**src/rtl/uart_pkg.sv**
```systemverilog
// Shared definitions for the UART receive path: FSM states, register map and STATUS bit layout.
package uart_pkg;

  typedef enum logic [2:0] {
    S_IDLE   = 3'd0,
    S_START  = 3'd1,
    S_DATA   = 3'd2,
    S_PARITY = 3'd3,
    S_STOP   = 3'd4
  } rx_state_e;

  localparam logic [31:0] DATA_OFF   = 32'd4;
  localparam logic [31:0] STATUS_OFF = 32'd8;

  localparam int ST_NOT_EMPTY  = 0;
  localparam int ST_FULL       = 1;
  localparam int ST_OVERRUN    = 2;
  localparam int ST_FRAME_ERR  = 3;
  localparam int ST_PARITY_ERR = 4;

  localparam int DATA_BITS = 8;

endpackage

```
**src/rtl/uart_rx_mmio_if.sv**
```systemverilog
// Load-path bus between the core and the UART receiver, plus the receive interrupt.
interface uart_rx_mmio_if;
  logic        read_enable;
  logic [31:0] address;
  logic [31:0] read_data;
  logic        rx_irq;

  modport master (output read_enable, output address, input read_data, input rx_irq);
  modport slave  (input read_enable, input address, output read_data, output rx_irq);
endinterface

```
**src/rtl/sync_fifo.sv**
```systemverilog
// Single-clock FIFO with first-word-fall-through head; a pop in the same cycle frees a slot for a push.
module sync_fifo #(
  parameter int WIDTH = 8,
  parameter int DEPTH = 4
) (
  input  logic             clk,
  input  logic             rst,
  input  logic             push,
  input  logic [WIDTH-1:0] push_data,
  input  logic             pop,
  output logic [WIDTH-1:0] head,
  output logic             full,
  output logic             empty
);

  localparam int AW = $clog2(DEPTH);

  logic [WIDTH-1:0] mem [DEPTH];
  logic [AW-1:0]    wr_ptr;
  logic [AW-1:0]    rd_ptr;
  logic [AW:0]      count;
  logic             do_push;
  logic             do_pop;

  assign empty   = (count == '0);
  assign full    = (count == (AW+1)'(DEPTH));
  assign do_pop  = pop && !empty;
  assign do_push = push && (!full || do_pop);
  assign head    = mem[rd_ptr];

  always_ff @(posedge clk) begin
    if (do_push) mem[wr_ptr] <= push_data;
  end

  always_ff @(posedge clk) begin
    if (rst) begin
      wr_ptr <= '0;
      rd_ptr <= '0;
      count  <= '0;
    end else begin
      if (do_push) wr_ptr <= wr_ptr + AW'(1);
      if (do_pop)  rd_ptr <= rd_ptr + AW'(1);
      case ({do_push, do_pop})
        2'b10:   count <= count + (AW+1)'(1);
        2'b01:   count <= count - (AW+1)'(1);
        default: count <= count;
      endcase
    end
  end

endmodule

```
**src/rtl/uart_rx_mmio.sv**
```systemverilog
// Memory-mapped 8N1 UART receiver with receive FIFO and DATA/STATUS registers.
// Define UART_RX_PARITY_EN to receive 8E1 frames and report parity errors in STATUS bit 4.
module uart_rx_mmio
  import uart_pkg::*;
#(
  parameter int          CLKS_PER_BIT = 16,
  parameter int          FIFO_DEPTH   = 4,
  parameter logic [31:0] BASE_ADDR    = 32'h4000_0000
) (
  input  logic          clk,
  input  logic          rst,
  input  logic          rx,
  uart_rx_mmio_if.slave bus
);

  localparam int CNT_W = $clog2(CLKS_PER_BIT);
  localparam int BIT_W = $clog2(DATA_BITS);
  localparam logic [CNT_W-1:0] HALF_M1 = CNT_W'(CLKS_PER_BIT/2 - 1);
  localparam logic [CNT_W-1:0] FULL_M1 = CNT_W'(CLKS_PER_BIT - 1);
  localparam logic [BIT_W-1:0] LAST_BIT = BIT_W'(DATA_BITS - 1);

  logic                 rx_meta;
  logic                 rx_s;
  logic                 rx_prev;
  rx_state_e            state, state_nx;
  logic [CNT_W-1:0]     cnt, cnt_nx;
  logic [BIT_W-1:0]     bit_cnt, bit_nx;
  logic [DATA_BITS-1:0] shift, shift_nx;
  logic                 push;
  logic                 frame_err_set;
  logic                 parity_err_set;

  logic                 fifo_full;
  logic                 fifo_empty;
  logic [7:0]           fifo_head;
  logic                 is_data;
  logic                 is_status;
  logic                 pop;
  logic                 stat_clr;
  logic                 overrun_set;
  logic                 overrun;
  logic                 frame_err;
  logic                 parity_err;
  logic                 irq_q;
  logic [31:0]          status_word;

  // Synchroniser: idle-high reset so a reset never looks like a start edge.
  always_ff @(posedge clk) begin
    if (rst) begin
      rx_meta <= 1'b1;
      rx_s    <= 1'b1;
      rx_prev <= 1'b1;
    end else begin
      rx_meta <= rx;
      rx_s    <= rx_meta;
      rx_prev <= rx_s;
    end
  end

  always_ff @(posedge clk) begin
    if (rst) begin
      state   <= S_IDLE;
      cnt     <= '0;
      bit_cnt <= '0;
    end else begin
      state   <= state_nx;
      cnt     <= cnt_nx;
      bit_cnt <= bit_nx;
    end
  end

  always_ff @(posedge clk) begin
    shift <= shift_nx;
  end

  always_comb begin
    state_nx       = state;
    cnt_nx         = cnt;
    bit_nx         = bit_cnt;
    shift_nx       = shift;
    push           = 1'b0;
    frame_err_set  = 1'b0;
    parity_err_set = 1'b0;
    case (state)
      S_IDLE: begin
        // Edge-triggered start: a held-low break line never re-arms the receiver.
        if (rx_prev && !rx_s) begin
          state_nx = S_START;
          cnt_nx   = '0;
        end
      end
      S_START: begin
        if (cnt == HALF_M1) begin
          cnt_nx   = '0;
          bit_nx   = '0;
          state_nx = rx_s ? S_IDLE : S_DATA;
        end else begin
          cnt_nx = cnt + CNT_W'(1);
        end
      end
      S_DATA: begin
        if (cnt == FULL_M1) begin
          cnt_nx   = '0;
          shift_nx = {rx_s, shift[DATA_BITS-1:1]};
          bit_nx   = bit_cnt + BIT_W'(1);
          if (bit_cnt == LAST_BIT) begin
`ifdef UART_RX_PARITY_EN
            state_nx = S_PARITY;
`else
            state_nx = S_STOP;
`endif
          end
        end else begin
          cnt_nx = cnt + CNT_W'(1);
        end
      end
`ifdef UART_RX_PARITY_EN
      S_PARITY: begin
        if (cnt == FULL_M1) begin
          cnt_nx         = '0;
          parity_err_set = (rx_s != ^shift);
          state_nx       = S_STOP;
        end else begin
          cnt_nx = cnt + CNT_W'(1);
        end
      end
`endif
      S_STOP: begin
        if (cnt == FULL_M1) begin
          cnt_nx        = '0;
          push          = rx_s;
          frame_err_set = !rx_s;
          state_nx      = S_IDLE;
        end else begin
          cnt_nx = cnt + CNT_W'(1);
        end
      end
      default: begin
        state_nx = S_IDLE;
        cnt_nx   = '0;
      end
    endcase
  end

  sync_fifo #(
    .WIDTH (8),
    .DEPTH (FIFO_DEPTH)
  ) u_fifo (
    .clk       (clk),
    .rst       (rst),
    .push      (push),
    .push_data (shift),
    .pop       (pop),
    .head      (fifo_head),
    .full      (fifo_full),
    .empty     (fifo_empty)
  );

  // Register decode
  assign is_data     = (bus.address == BASE_ADDR + DATA_OFF);
  assign is_status   = (bus.address == BASE_ADDR + STATUS_OFF);
  assign pop         = bus.read_enable && is_data && !fifo_empty;
  assign stat_clr    = bus.read_enable && is_status;
  assign overrun_set = push && fifo_full && !pop;

  always_ff @(posedge clk) begin
    if (rst) begin
      overrun    <= 1'b0;
      frame_err  <= 1'b0;
      parity_err <= 1'b0;
      irq_q      <= 1'b0;
    end else begin
      // A new error in the clearing cycle must not be lost.
      overrun    <= overrun_set    || (overrun    && !stat_clr);
      frame_err  <= frame_err_set  || (frame_err  && !stat_clr);
      parity_err <= parity_err_set || (parity_err && !stat_clr);
      irq_q      <= !fifo_empty;
    end
  end

  always_comb begin
    status_word                = '0;
    status_word[ST_NOT_EMPTY]  = !fifo_empty;
    status_word[ST_FULL]       = fifo_full;
    status_word[ST_OVERRUN]    = overrun;
    status_word[ST_FRAME_ERR]  = frame_err;
    status_word[ST_PARITY_ERR] = parity_err;
  end

  always_comb begin
    bus.read_data = '0;
    if (is_data && !fifo_empty) bus.read_data = {24'b0, fifo_head};
    else if (is_status)         bus.read_data = status_word;
  end

  assign bus.rx_irq = irq_q;

endmodule
```
**src/flat_wrapper.sv**
```systemverilog
// flat-port wrapper written by rule: the top's interface ports become plain ports
module uart_rx_mmio_flat import uart_pkg::*;
#(
  parameter int          CLKS_PER_BIT = 16,
  parameter int          FIFO_DEPTH   = 4,
  parameter logic [31:0] BASE_ADDR    = 32'h4000_0000
)
  (clk, rst, rx, bus_read_enable, bus_address, bus_read_data, bus_rx_irq);
  uart_rx_mmio_if bus_i ();
  input  logic clk;
  input  logic rst;
  input  logic rx;
  input wire logic [$bits(bus_i.read_enable)-1:0] bus_read_enable;
  input wire logic [$bits(bus_i.address)-1:0] bus_address;
  output wire logic [$bits(bus_i.read_data)-1:0] bus_read_data;
  output wire logic [$bits(bus_i.rx_irq)-1:0] bus_rx_irq;
  assign bus_i.read_enable = bus_read_enable;
  assign bus_i.address = bus_address;
  assign bus_read_data = bus_i.read_data;
  assign bus_rx_irq = bus_i.rx_irq;
  uart_rx_mmio #(.CLKS_PER_BIT(CLKS_PER_BIT), .FIFO_DEPTH(FIFO_DEPTH), .BASE_ADDR(BASE_ADDR)) u_core (.clk(clk), .rst(rst), .rx(rx), .bus(bus_i));
endmodule
```
**config.mk**
```make
export PLATFORM = sky130hd
export DESIGN_NAME = uart_rx_mmio_flat
export DESIGN_NICKNAME = d
export VERILOG_FILES = /design/src/rtl/uart_pkg.sv /design/src/rtl/uart_rx_mmio_if.sv /design/src/rtl/sync_fifo.sv /design/src/rtl/uart_rx_mmio.sv /design/src/flat_wrapper.sv
export SDC_FILE = /design/constraint.sdc
export NUM_CORES = 1
export LEC_CHECK = 0
export CORE_UTILIZATION = 51
export CTS_CLUSTER_DIAMETER = 120
export DETAILED_ROUTE_END_ITERATION = 8
export PLACE_DENSITY = 0.77
export SETUP_SLACK_MARGIN = 0.2
export SLEW_MARGIN = 5
export SYNTH_ARGS = -nofsm -noshare
export SYNTH_HDL_FRONTEND = slang
export SYNTH_SLANG_ARGS = --single-unit
```
**constraint.sdc**
```tcl
create_clock -name clk -period 3.51 [get_ports clk]
set_input_delay 0.702 -clock clk [delete_from_list [all_inputs] [get_ports clk]]
set_output_delay 0.702 -clock clk [all_outputs]
set_load 0.01 [all_outputs]
```
Yosys cells after proc, flatten, opt, wreduce, memory -nomap -nowiden
Memory sizes are Yosys's and may differ from the RTL's. A register that Yosys moved wholly into a read port is not among the register bits.
Cells that the tools add are included.
{ "op_classes": {"addsub": 6, "multipliers": 0, "div_mod_pow": 0, "n_lt_le_gt_ge": 0, "n_eq_ne": 16, "n_shift": 0, "n_mux": 25, "bitwise_logic": 0, "n_reduce_logical": 28} }
{ "op_table": {"columns": ["operator", "count"], "rows": [
  ["$eq 32x31->1 const B", 2],
  ["$mux 32", 1],
  ["$mux 3", 7],
  ["$logic_and 1x1->1", 12],
  ["$mux 4", 3],
  ["$pmux 3 s2", 2],
  ["$pmux 3 s4", 1],
  ["$pmux 4 s3", 1],
  ["$ne 2x1->1 const B", 5],
  ["$eq 3x3->1 const B", 3],
  ["$add 3x1->3 const B", 2],
  ["$logic_not 3->1", 2],
  ["$mux 1", 6],
  ["$mux 2", 3],
  ["$logic_not 1->1", 5],
  ["$mux 5", 1],
  ["$reduce_and 5->1", 1],
  ["$add 2x1->2 const B", 2],
  ["$add 4x1->4 const B", 1],
  ["$eq 4x3->1 const B", 1],
  ["$eq 4x4->1 const B", 1],
  ["$reduce_bool 2->1", 2],
  ["$eq 3x1->1 const B", 1],
  ["$eq 3x2->1 const B", 1],
  ["other kinds (7)", 9]
]} }
{ "word_totals": {"ff_bits": 32, "latchBits": 0, "ramBits": 32, "romBits": 0, "output_inout_bits": 33, "elab_cells": 90, "mem_count": 1} }
{ "mem_list": {"columns": ["memory", "words", "width", "rd", "rd_clocked_by_memory_dff", "wr", "line", "text"], "rows": [
  ["u_core.u_fifo.mem", 4, 8, 1, 1, 1, "sync_fifo.sv:18", "logic [WIDTH-1:0] mem [DEPTH];"]
]} }

Logic depth before layout (Yosys ltp)
{ "logic_depth": {"word_depth": 8, "depth_mapped": 10, "mapped_depth_nobuf": 10} }

Modules after synthesis
A second synthesis with hierarchy kept.
{ "hier_totals": {"hier_cells": 254, "hier_area_um2": 3111.7} }
{ "by_module_without_submodules": {"columns": ["mod", "n_inst", "cells_each", "area_per_inst_um2"], "rows": [
  ["sync_fifo", 1, 96, 1645.3],
  ["uart_rx_mmio", 1, 158, 1466.4]
]} }

Worst setup path before layout
No wires, ideal clock.
{ "synth_timing": {"path_type": "input to output", "startpoint": "in bus_address[4]", "endpoint": "out bus_read_data[1]", "arrival_time_ps": 2055, "required_time_ps": 2808, "setup_slack_ps": 753, "path_stages": 4, "path_buffers": 0, "cell_sequence": "nor4_4 > nand4_4 > or4_1 > o21ai_0"} }
{ "synth_between": {"elab_chain_cells": 3, "word_cells_on_any_way": 5} }
{ "synth_rtl": {"columns": ["element", "line", "text"], "rows": [
  ["start, declared", "flat_wrapper.sv:14", "input wire logic [$bits(bus_i.address)-1:0] bus_address;"],
  ["$eq 32x31->1 (on tied branches)", "uart_rx_mmio.sv:161, uart_rx_mmio.sv:160", null],
  ["$mux 5 / $logic_and 1x1->1 (equally long branches)", "uart_rx_mmio.sv:193, uart_rx_mmio.sv:192", null],
  ["$mux 32 *", "uart_rx_mmio.sv:192", "if (is_data && !fifo_empty) bus.read_data = {24'b0, fifo_head};"],
  ["end, declared", "flat_wrapper.sv:15", "output wire logic [$bits(bus_i.read_data)-1:0] bus_read_data;"]
]} }
Every way passes the cells marked *; elsewhere a longest branch is shown, timed or not.

Final worst setup path
{ "layout_timing": {"startpoint": "in bus_address[1]", "endpoint": "out bus_read_data[1]"} }
The elaborated chain is that of the path after synthesis.

==> reports/qor.yml <==
global_routing:
  antenna_found_initial: 0
  use_met1_pct: 22.8
  grt_overflow: 0
  grt_pass1_wl_mm: 9.47
  top_usage_layer: "met2"
  grt_use_met3_pct: 5.96
  grt_start_max_net_pins: 25
  gr-usage-met2_pct: 34.9
  grt_pass1_vias: 2011
  grt_usage_pct: 20.2
timing:
  period_share_pct: 93.1
  setup_tns_ns: 0
  fin_crit_ns: 3.27
  skew_ns: 0.00472
  relSlewSlack_pct: 43.9
  fmax_ghz: 0.306
  rsz0062_at_grt: "false"
  hold_viol: 0
  tightest_slew_ns: 0.839
  slew_violations: 0
  setup_viol: 0
cells_and_area:
  area.sequential_um2: 1720
  drive_above_1_share_pct: 23.1
  multiInputGateArea_um2: 1310
  nets: 364
  nFillCells: 428
  insertedDiodeCount: 0
  syn_to_final_growth_pct: 26.2
  fin_util_pct: 67.1
  final_common_cell: "edfxtp_1"
  layout_common_cells: "edfxtp_1 (40), dfxtp_1 (26), conb_1 (24)"
synthesis:
  async_reset_ff_share_pct: 0
  synth_warnings: 0
  synthFlopType: "edfxtp_1"
  synthCells: 248
  synth_edf_count: 40
  ys_seq_area_share_pct: 54.4
  ys_seq_elements: 66
  synth_cell_types: 50
  avgSynthCellArea_um2: 12.8
  synth_area_um2: 3170
clock_tree:
  cts_tree: "yes"
  clock_tree.buffer_depth: 2
  h-tree-depth: 3
  insertion_delay_ns: 0.33
  cts_buffers: 9
  path_clk_slew_ns: 0.07
  cts_hold_buf: 0
  cts-root-buf: "clkbuf_8"
  clock_sinks: 66
floorplanning:
  core.rowCount: 28
  die-area_um2: 6530
  die_h_um: 80.8
  design.core.area_um2: 5960
  ios: 69
  start_util_pct: 53.2
  chipWidth_um: 80.8
drt:
  wl_mm: 6.21
  vias_per_cell: 5.35
  drtPass1Iterations: 4
  drcViolationCount: 0
  drtAntennaViolNets: 0
  first_iter_violations: 106
  vias: 2139
  wl_per_cell_um: 15.5
setup_path:
  critPathKind: "primary input to output pin"
  slowest_stage: "or4_4"
  critPathMaxFanout: 4
  endpoint_kind: "output pin"
  reg2reg_slack_ns: 1.00
  reg2reg_depth: 10
  path_buf_inv: 3
  cp-endpoint: "bus_read_data[1]"
  start_kind: "primary input"
  path_cells: "clkdlybuf4s50_1, nor4_4, nand4_4, buf_4, or4_4, o21ai_1, buf_2"
  crit_path_max_incr_delay_ns: 0.50
  reg2reg_to: "u_core.u_fifo.count[2]"
  cp_num_cells: 7
  cp_top_family: "simple AND/OR/NAND/NOR gates"
  timing.rr.start: "u_core.cnt[0]"
  crit_start: "bus_address[1]"
  required_ns: 2.81
  crit_arrival_ns: 2.56
placed_design:
  portBuffers: 44
  place.gp.congestion: 0.771
  place_hpwl_mm: 4.20
power_and_ir_drop:
  powerDensity_nw_per_um2: 402
  total_power_uw: 1610
  p_leak_uw: 0.00155
  max-vdd-ir-drop_v: 0.000294
status:
  status: "finished clean"
worst_hold_path:
  min_path_cells: 1
  hold_class: "register to register"
run:
  maxCapViolCount: 0
Yosys cell counts (2+ instances only):
cell type | instances | area share [%]
a31oi_1 | 2 | 0.40
a21oi_1 | 10 | 1.6
nor2b_1 | 5 | 0.99
mux4_2 | 8 | 5.7
o21ai_0 | 7 | 1.1
mux2i_1 | 3 | 0.95
a22oi_1 | 3 | 0.71
a211o_1 | 2 | 0.55
nand2b_1 | 2 | 0.40
edfxtp_1 | 40 | 38
nor4_4 | 7 | 4.7
nor2_1 | 18 | 2.1
nand4_4 | 2 | 1.3
or3_1 | 3 | 0.59
inv_1 | 11 | 1.3
xnor2_1 | 4 | 1.1
a22o_1 | 3 | 0.83
buf_1 | 2 | 0.24
nand3_1 | 5 | 0.79
clkbuf_1 | 3 | 0.36
dfxtp_1 | 26 | 16
nand2_1 | 16 | 1.9
nor3_1 | 2 | 0.32
nor4_1 | 2 | 0.40
buf_4 | 24 | 5.7
or3b_2 | 2 | 0.55
ha_1 | 7 | 2.8
or2_2 | 4 | 0.79
and2_1 | 4 | 0.79
state kept, by name (all words and copies together), names as in the netlist, 2 cells and up, named ones only:
register,flops
u_core.state,3
u_core.u_fifo.wr_ptr,2
u_core.u_fifo.count,3
u_core.u_fifo.rd_ptr,2
u_core.cnt,4
u_core.shift,8
u_core.u_fifo.mem,32
u_core.bit_cnt,3
metrics by stage:
step	instance area (um2)	setup WS, ns	std cells	hold slack, ns
after floorplan	3250	0.753	271	0.389
after global placement	3680	-0.131	373	0.394
after detailed placement	3680	-0.176	373	0.410
after CTS	3950	0.125	395	0.426
after global routing	4000	0.179	400	0.444
final	4000	0.244	400	0.421
layer usage:
layer,up-vias,wire length [um]
li1,1009,-
met1,1034,2530
met2,92,3140
met3,4,496
met4,0,44
met5,-,0
layout make-up:
| type | instances | area share (%) |
|---|---|---|
| Timing Repair Buffer | 67 | 15.2 |
| Sequential cell | 66 | 43.1 |
| Clock buffer | 10 | 3.19 |
| Inverter | 11 | 1.03 |
| Clock inverter | 6 | 2.25 |
| Multi-Input combinational cell | 165 | 32.9 |
| Tap cell | 75 | 2.35 |
worst min path at each step:
| stage | startpoint | endpoint | slack (ns) |
|---|---|---|---|
| 2_1_floorplan | u_core.rx_meta | u_core.rx_s | 0.39 |
| 3_3_place_gp | u_core.rx_meta | u_core.rx_s | 0.39 |
| 3_5_place_dp | u_core.rx_meta | u_core.rx_s | 0.41 |
| 4_1_cts | u_core.rx_meta | u_core.rx_s | 0.43 |
| 5_1_grt | u_core.rx_meta | u_core.rx_s | 0.44 |
| 6_report | u_core.rx_meta | u_core.rx_s | 0.42 |
report_power, final:
group          switching, uW  internal [uW]
combinational           48.4           44.6
sequential              5.36            816
clock                    289            403
repair_timing:
item                       CTS  global route
setup endpoints to repair    8             5
resized for setup           24            21
cloned                       0             0
setup buffers                6             5
pin swaps                    8             8
logic make-up after synthesis:
kind of cell | after synthesis | synth area share (%)
mux | 11 | 6.64
buf+inv | 40 | 7.59
fa+ha+maj | 8 | 3.40
simple gates | 83 | 19.3
other cells | 1 | 0.118
xor+xnor | 4 | 1.11
compound gates | 35 | 7.47
flops | 66 | 54.4
(Power assumes the default switching activity.)
==> variant, RTL diff (config.mk and constraints unchanged) <==
The 5 states of `rx_state_e` get a Gray code encoding in 3 bits.
--- a/src/rtl/uart_pkg.sv
+++ b/src/rtl/uart_pkg.sv
@@ -4,7 +4,7 @@
   typedef enum logic [2:0] {
-    S_IDLE   = 3'd0,
-    S_START  = 3'd1,
-    S_DATA   = 3'd2,
-    S_PARITY = 3'd3,
-    S_STOP   = 3'd4
+    S_IDLE   = 3'b000,
+    S_START  = 3'b001,
+    S_DATA   = 3'b011,
+    S_PARITY = 3'b010,
+    S_STOP   = 3'b110
   } rx_state_e;
Check against the original RTL: no difference found for any inputs over 10 cycles, from zero or initial values and one cycle with rst high; not proved beyond that.
==> variant against the original RTL <==
Sequential power grew 1%; cell count shrank 2.8%; worst setup slack gained 0.064 ns; sequential cell count is the same; design area shrank 5.8%; total power shrank 2.4%; routed wire length shrank 2.3%; global-route usage grew 0.41 points; synthesized area shrank 3.1%; critical endpoint is now bus_read_data[3]; largest power group unchanged.
==> variant: results (changes against the original RTL) <==
Syn Area/Cell 12.1 µm² (-5.0%); XOR/XNOR Fraction of Synth Area 0.856% (-0.25 points); Psw 0.000355 W (+3.5%); peak supply drop 0.269 mV (-8.5%); grt met3 use 6.74% (+0.79 points); total number of vias 2076 (-2.9%); hold crit path type register to register; met3 WL 431 µm (-13%); status complete, no violations; Met2 Routed Length 3070 µm (-2.4%); Lkg Pwr 1.38 nW (-11%); vias in the first global route 1988 (-1.1%); mux cell area share after synthesis 6.20% (-0.44 points); TritonCTS Buffers 9 (unchanged); share of layout cells above drive strength 1 16.4% (-6.7 points); dpl hpwl 4410 µm (+4.9%); synth cell count leaders edfxtp_1, buf_4, dfxtp_1; Post-Route Skew 0.00535 ns (+0.000635 ns); fin nets 356 (-2.2%); routing usage on met2 35.8% (+0.94 points); Placed Instances 371 (-0.54%); total track usage 20.6% (+0.41 points); Post-Route WL 6070 µm (-2.3%); sequential share of power 53.0% (+1.9 points); Slowest-stage cell, CP clkdlybuf4s50_1; Synth Area in Compound Gates 8.77% (+1.3 points); FF-to-FF Start u_core.u_fifo.count[2]; WL met1 2510 µm (-0.91%); Worst Setup EP bus_read_data[3]; Final Wtd Congestion 0.760 (-1.4%); Worst Setup SP bus_address[25]; top cells by area, synth edfxtp_1, dfxtp_1, buf_4, mux4_2, ha_1; global-route wire length before repair 9440 µm (-0.29%); DR WL/cell 15.6 µm (+0.48%); Fillers 417 (-2.6%); Clk power 0.000598 W (-14%)
variant: cell types whose count changed in the layout (fill, tap and decap cells not counted), sizes merged, moves of 3 or more:
| cell | unedited run | this run |
|---|---|---|
| o22ai | 1 | 4 |
| dlymetal6s2s | 7 | 0 |
| clkdlybuf4s50 | 23 | 36 |
| and4 | 1 | 5 |
| and2 | 4 | 0 |
| nor2b | 5 | 11 |
| buf | 26 | 12 |
| a22o | 3 | 0 |
variant: cell type report:
type / instances / area share (%)
Clock inverter: 6 / 1.53
Sequential cell: 66 / 45.7
Timing Repair Buffer: 56 / 13.8
Clock buffer: 10 / 3.39
Inverter: 14 / 1.40
Tap cell: 72 / 2.39
Multi-Input combinational cell: 165 / 31.7
variant: what timing repair did:
action	4_1_cts	5_1_grt
gates resized for setup	13	3
pin swaps	2	1
hold endpoints to repair	0	0
setup endpoints to repair	8	3
buffers inserted	2	0
variant: how the worst min path moves through the flow:
stage / start / endpoint / slack (ns) / depth (start not counted)
after floorplan: u_core.rx_meta / u_core.rx_s / 0.39 / 1
after global placement: u_core.rx_meta / u_core.rx_s / 0.39 / 1
after detailed placement: u_core.rx_meta / u_core.rx_s / 0.40 / 1
after CTS: u_core.rx_meta / u_core.rx_s / 0.41 / 1
after global routing: u_core.rx_meta / u_core.rx_s / 0.43 / 1
final: u_core.rx_meta / u_core.rx_s / 0.41 / 1
variant: per-stage QoR:
step | utilization (%) | hold slack [ns] | instance area [µm²] | worst slack [ns]
2_1_floorplan | - | 0.389 | 3150 | 0.834
3_3_place_gp | 62.8 | 0.394 | 3540 | 0.0854
3_5_place_dp | 62.8 | 0.401 | 3540 | 0.0300
4_1_cts | 66.5 | 0.414 | 3750 | 0.281
5_1_grt | 66.7 | 0.425 | 3760 | 0.204
6_report | 66.7 | 0.411 | 3760 | 0.308
